`config.mk`:
```
export PLATFORM = sky130hd
export DESIGN_NAME = hpdmc_sdram_responder
export DESIGN_NICKNAME = d
export VERILOG_FILES = /design/src/rtl/hpdmc_sdram_responder.sv
export SDC_FILE = /design/constraint.sdc
export NUM_CORES = 1
export LEC_CHECK = 0
export BUFFER_PORTS_ARGS = -buffer_cell sky130_fd_sc_hd__buf_2
export CORE_MARGIN = 5
export CORE_UTILIZATION = 55
export DETAILED_ROUTE_END_ITERATION = 16
export GPL_TIMING_DRIVEN = 0
export HOLD_SLACK_MARGIN = 0.06
export PLACE_DENSITY_LB_ADDON = 0.3
export SYNTH_ARGS = -nofsm -noshare
export SYNTH_HDL_FRONTEND = slang
export SYNTH_SLANG_ARGS = --single-unit
```
`constraint.sdc`:
```
create_clock -name sys_clk -period 6.3 [get_ports sys_clk]
set_input_delay 1.26 -clock sys_clk [delete_from_list [all_inputs] [get_ports sys_clk]]
set_output_delay 1.26 -clock sys_clk [all_outputs]
set_load 0.1 [all_outputs]
```
`src/rtl/hpdmc_sdram_responder.sv`:
```
// hpdmc_sdram_responder: device-side model of the SDRAM command bus.
// Decodes commands, tracks per-bank open rows, checks tRP/tRCD/tRFC/tREFI
// spacing into sticky error bits, and drives a flat word-storage port.
// Optional feature macro: HPDMC_RESP_REFI_CHECK_EN enables the tREFI
// up-counter and err[5]; without it err[5] is tied low.

// One bank: open/row state plus its tRP and tRCD down-counters.
module hpdmc_sdram_bank #(
  parameter int ROW_W = 13
) (
  input  logic             clk,
  input  logic             rst,
  input  logic             act,
  input  logic             pre,
  input  logic [ROW_W-1:0] row_in,
  input  logic [2:0]       tim_rp,
  input  logic [2:0]       tim_rcd,
  output logic             open,
  output logic [ROW_W-1:0] row,
  output logic [2:0]       rp,
  output logic [2:0]       rcd
);
  // ACT opens and reloads tRCD; PRE closes and reloads tRP; otherwise count down to 0.
  // The row is kept across PRE so accesses to a closed bank use the stale row.
  always_ff @(posedge clk or posedge rst) begin
    if (rst) begin
      open <= 1'b0;
      row  <= '0;
      rp   <= '0;
      rcd  <= '0;
    end else begin
      if (act) begin
        open <= 1'b1;
        row  <= row_in;
        rcd  <= tim_rcd;
      end else if (rcd != 3'd0) begin
        rcd <= rcd - 3'd1;
      end
      if (pre) begin
        open <= 1'b0;
        rp   <= tim_rp;
      end else if (rp != 3'd0) begin
        rp <= rp - 3'd1;
      end
    end
  end
endmodule

module hpdmc_sdram_responder #(
  parameter int sdram_depth       = 26,
  parameter int sdram_columndepth = 10,
  parameter int cas_latency       = 2,
  parameter int refi_slack        = 8
) (
  input  logic                   sys_clk,
  input  logic                   sdram_rst,
  input  logic                   sdram_cs_n,
  input  logic                   sdram_ras_n,
  input  logic                   sdram_cas_n,
  input  logic                   sdram_we_n,
  input  logic [12:0]            sdram_adr,
  input  logic [1:0]             sdram_ba,
  input  logic [2:0]             tim_rp,
  input  logic [2:0]             tim_rcd,
  input  logic [3:0]             tim_rfc,
  input  logic [10:0]            tim_refi,
  input  logic                   err_clr,
  output logic [sdram_depth-2:0] mem_adr,
  output logic                   mem_re,
  output logic                   mem_we,
  output logic                   rd_valid,
  output logic [5:0]             err,
  output logic [15:0]            refresh_count
);
  localparam int ROW_W     = sdram_depth - 3 - sdram_columndepth;
  localparam int NUM_BANKS = 4;

  logic [2:0] rcw;
  logic       is_act, is_rd, is_wr, is_pre, is_ref, is_lmr, non_nop;

  assign rcw     = {sdram_ras_n, sdram_cas_n, sdram_we_n};
  assign is_act  = ~sdram_cs_n & (rcw == 3'b011);
  assign is_rd   = ~sdram_cs_n & (rcw == 3'b101);
  assign is_wr   = ~sdram_cs_n & (rcw == 3'b100);
  assign is_pre  = ~sdram_cs_n & (rcw == 3'b010);
  assign is_ref  = ~sdram_cs_n & (rcw == 3'b001);
  assign is_lmr  = ~sdram_cs_n & (rcw == 3'b000);
  assign non_nop = ~sdram_cs_n & (rcw != 3'b111);

  logic [NUM_BANKS-1:0]            bank_act, bank_pre, bank_open, bank_rp_busy;
  logic [NUM_BANKS-1:0][ROW_W-1:0] bank_row;
  logic [NUM_BANKS-1:0][2:0]       bank_rp, bank_rcd;

  for (genvar g = 0; g < NUM_BANKS; g++) begin : g_bank
    assign bank_act[g]     = is_act & (sdram_ba == 2'(g));
    assign bank_pre[g]     = is_pre & (sdram_adr[10] | (sdram_ba == 2'(g)));
    assign bank_rp_busy[g] = |bank_rp[g];
    hpdmc_sdram_bank #(.ROW_W(ROW_W)) u_bank (
      .clk    (sys_clk),
      .rst    (sdram_rst),
      .act    (bank_act[g]),
      .pre    (bank_pre[g]),
      .row_in (sdram_adr[ROW_W-1:0]),
      .tim_rp (tim_rp),
      .tim_rcd(tim_rcd),
      .open   (bank_open[g]),
      .row    (bank_row[g]),
      .rp     (bank_rp[g]),
      .rcd    (bank_rcd[g])
    );
  end

  // Global tRFC down-counter, reloaded by REF.
  logic [3:0] rfc;
  always_ff @(posedge sys_clk or posedge sdram_rst) begin
    if (sdram_rst)           rfc <= '0;
    else if (is_ref)         rfc <= tim_rfc;
    else if (rfc != 4'd0)    rfc <= rfc - 4'd1;
  end

  logic refi_viol;
`ifdef HPDMC_RESP_REFI_CHECK_EN
  // Cycles since the last REF; the check looks at the value being loaded so
  // err[5] rises on the same cycle the counter passes the limit.
  logic [11:0] refi, refi_nxt;
  logic [12:0] refi_lim;
  assign refi_nxt  = is_ref ? 12'd0 : ((refi == 12'hFFF) ? refi : refi + 12'd1);
  assign refi_lim  = 13'(tim_refi) + 13'(refi_slack);
  assign refi_viol = {1'b0, refi_nxt} > refi_lim;
  // tREFI up-counter.
  always_ff @(posedge sys_clk or posedge sdram_rst) begin
    if (sdram_rst) refi <= '0;
    else           refi <= refi_nxt;
  end
`else
  logic unused_refi;
  assign unused_refi = ^tim_refi;
  assign refi_viol   = 1'b0;
`endif

  // Violations raised by this cycle's command.
  logic [5:0] viol;
  always_comb begin
    viol    = '0;
    viol[0] = (is_act & bank_open[sdram_ba]) | (is_lmr & (|bank_open));
    viol[1] = (is_act & bank_rp_busy[sdram_ba]) | (is_ref & (|bank_rp_busy));
    viol[2] = (is_rd | is_wr) & ~bank_open[sdram_ba];
    viol[3] = (is_rd | is_wr) & (|bank_rcd[sdram_ba]);
    viol[4] = (is_ref & (|bank_open)) | (non_nop & (rfc != 4'd0));
    viol[5] = refi_viol;
  end

  // Sticky errors; a violation in the clear cycle still lands.
  always_ff @(posedge sys_clk or posedge sdram_rst) begin
    if (sdram_rst) err <= '0;
    else           err <= (err_clr ? 6'd0 : err) | viol;
  end

  // Storage port strobes and address, one cycle after the command.
  always_ff @(posedge sys_clk or posedge sdram_rst) begin
    if (sdram_rst) begin
      mem_re  <= 1'b0;
      mem_we  <= 1'b0;
      mem_adr <= '0;
    end else begin
      mem_re <= is_rd;
      mem_we <= is_wr;
      if (is_rd | is_wr)
        mem_adr <= {bank_row[sdram_ba], sdram_ba, sdram_adr[sdram_columndepth-1:0]};
    end
  end

  // CAS-latency shift register: stage k is a READ issued k cycles ago.
  logic [cas_latency:1] vld_pipe;
  always_ff @(posedge sys_clk or posedge sdram_rst) begin
    if (sdram_rst) begin
      vld_pipe <= '0;
    end else begin
      vld_pipe[1] <= is_rd;
      for (int k = 2; k <= cas_latency; k++) vld_pipe[k] <= vld_pipe[k-1];
    end
  end
  assign rd_valid = vld_pipe[cas_latency];

  // REF counter, wraps naturally.
  always_ff @(posedge sys_clk or posedge sdram_rst) begin
    if (sdram_rst)   refresh_count <= '0;
    else if (is_ref) refresh_count <= refresh_count + 16'd1;
  end
endmodule

```
==> key figures <==
Synthesis
  • Syn. warnings: 0
  • Area leader, netlist: dfrtp_1
  • Number of synthesized flops with an enable pin: 0
  • Yosys reg bits: 133
  • Share of the synthesized area in the top cell type: 53.9%
  • Multiplexer area fraction after synthesis: 17.0%
  • Synth cell count leaders: 133 x dfrtp_1, 93 x nand2_1, 44 x mux2_2
  • Main area contributors after synthesis: dfrtp_1 54%, mux2_2 8.0%, nand2_1 5.7%, mux4_2 5.1%, ha_1 3.6%
  • Synth Area in Compound Gates: 4.84%
  • Mapped Area: 6180 um2
  • Syn nets: 597
  • Post-synthesis xor/xnor area fraction: 3.54%
  • Syn Area/Cell: 11.5 um2
  • Synth Area in Adders: 3.65%
  • Mapped Cells: 536
  • Synth Flop Type: dfrtp_1
  • Distinct cell type count after synthesis: 48
  • Sequential area share after synthesis: 53.9%
  • Most frequent cell after synthesis: dfrtp_1
  • Main combinational cell family by area after synthesis: multiplexers
  • Post-synthesis simple-gate area fraction: 14.0%
  • Ys async rst share: 100%

STA
  • Fmax: 0.387 GHz
  • Slew headroom: 56.8%
  • Worst-margin pin slew: 0.648 ns
  • Worst setup margin: 3.72 ns
  • Setup Skew: 0.00606 ns
  • Final TNS setup: 0 ns
  • RSZ-0062 raised after global routing: false
  • Final hold violations: 0
  • Fin. max-slew vios: 0
  • # setup viols final: 0
  • Min Clock Period, post-route: 2.58 ns
  • Final period util: 41.0%

Clocking
  • Post-CTS sizing: 0
  • Setup Fix Bufs, Post-CTS: 0
  • CTS root buf: clkbuf_16
  • Clk buf depth: 2
  • H-tree lvl count: 4
  • Register clock-pin slew on the reported worst setup and hold paths: 0.06 ns
  • CTS tree: yes
  • Hold buffers post-CTS: 0
  • Insertion delay to the later sink of the worst-skew pair: 0.42 ns
  • Sinks on Clock Net: 133
  • Cts bufs inserted: 17

GRT
  • Gr usage total: 21.1%
  • GR peak layer: met2
  • Largest net degree at the start of global routing: 96
  • Grt total ovfl: 0
  • Vias in the first global route: 4474
  • First-pass GRT wire length: 21800 um
  • Met2 GRT Util: 34.1%
  • Initial antenna violation count: 0
  • Met1 GRT Util: 26.7%
  • M3 GR Usage: 5.80%

Detailed routing
  • Number of vias per cell: 5.42
  • Total iterations of the first detailed-routing run: 4
  • Drt wl/cell: 16.5 um
  • Final wirelength: 13000 um
  • Via Count: 4272
  • Drt drc: 0
  • 1st-iter DRT viols: 233
  • Antenna-violating nets left: 0

Cells and area
  • Share of layout cells above drive strength 1: 29.5%
  • Nets: 696
  • Antenna Cells: 0
  • Final design utilization: 67.7%
  • P&R area growth vs syn: 19.9%
  • Fillcell total: 810
  • Post-Layout Cell Count: 788

Critical path
  • CP Class: reg -> out
  • Startpoint Class: register
  • Max incr delay on CP: 0.47 ns
  • Crit end category: primary output
  • Critical path buffers and inverters: 1
  • Crit. Startpoint: refresh_count[4]
  • Worst path slowest cell: buf_2
  • Critical path cell sequence: buf_2
  • Arr. time, crit path: 1.32 ns
  • Reg2reg start: g_bank[0].u_bank.rp[0]
  • CP required: 5.04 ns
  • Worst path top cell family by delay: buffers and inverters
  • Crit path max fanout: 6

Placement
  • GP Congestion: 0.791
  • Post-DP HPWL: 8920 um
  • Placed Cells: 756
  • Post-Place Worst Slack: 3.37 ns
  • Port bufs: 79

Power
  • Pwr Total: 0.00335 W
  • Max IR drop VDD: 0.273 mV
  • Leak Pwr: 3.73 nW
  • Pwr dens: 452 nW/um2

Floorplanning
  • # IOs: 93
  • Die Width: 116 um
  • Core Box Area: 10900 um2
  • Die height: 116 um
  • Die Footprint: 13500 um2
  • Initial core utilization: 56.5%
  • Cell Rows: 38

Min path
  • HP Class: reg -> reg
  • HP Start: vld_pipe[1]

Flow run
  • Max_cap viols: 0

Status
  • Outcome: finished clean
cell type report:
cell class / instances / area [um2] / share of cell area [%]
buffer: 20 / 93.8 / 1.27
clock inverter: 13 / 181 / 2.45
inverter: 25 / 98.8 / 1.33
multi-input combinational: 358 / 2660 / 35.9
timing repair buffer: 80 / 423 / 5.71
sequential: 133 / 3330 / 44.9
clock buffer: 19 / 443 / 5.98
tap: 140 / 175 / 2.37
layout by cell type (no fill, tap or decap), drive strengths merged, types with 4 or more instances in the layout:
cell type,instances
xnor2,16
mux2,57
nor2,42
clkinv,7
mux2i,9
nor4,6
a21oi,25
nand2,95
nand2b,8
ha,18
nor3,5
xor2,9
o21ai,10
nand3,7
buf,94
inv,25
mux4,14
clkbuf,25
bufinv,4
dfrtp,133
worst paths after layout:
path / to / slack, ns / depth (start not counted)
hold reg to reg: vld_pipe[2] / 0.39 / 0
min in group asynchronous: refresh_count[11] / 0.83 / 2
setup reg to reg: err[1] / 4.57 / 6
setup / recovery: refresh_count[4] / 3.72 / 1
hold / removal: vld_pipe[2] / 0.39 / 0
max in group asynchronous: g_bank[0].u_bank.row[11] / 4.69 / 3
routing by layer:
| layer | wire length (um) | share of wire (%) | up-vias |
|---|---|---|---|
| met5 | 0 | 0 | - |
| met3 | 555 | 4.3 | 27 |
| met2 | 6520 | 50 | 71 |
| li1 | - | - | 2034 |
| met1 | 5620 | 43 | 2140 |
| met4 | 335 | 2.6 | 0 |
registers in the layout, indices dropped and copies added (netlist names), 4 cells and up:
signal / flops
err: 5
g_bank.u_bank.open: 4
g_bank.u_bank.rcd: 12
g_bank.u_bank.row: 52
g_bank.u_bank.rp: 12
mem_adr: 25
refresh_count: 16
rfc: 4
logic make-up (layout without fill, tap and decap cells):
kind of cell,after synthesis,after routing
and+or+nand+nor,184,184
DFF,133,133
muxes,80,80
AOI/OAI and AO/OA,50,50
buffers and inverters,45,157
xor gates and xnor gates,25,25
adders and majority gates,18,18
other,1,1
where the power goes:
group	total (W)	internal, W	switching (W)
Clock	0.00104	0.000671	0.000368
Combinational	0.00109	0.000385	0.000706
Sequential	0.00122	0.00108	0.000142
Total	0.00335	0.00213	0.00122
metrics by stage:
stage	hold WS (ns)	area, um2
floorplan	0.453	6180
global placement	0.372	6750
detailed placement	0.379	6780
CTS	0.392	7400
global route	0.395	7400
finish	0.389	7400
Power figures use the tool's default switching activity.
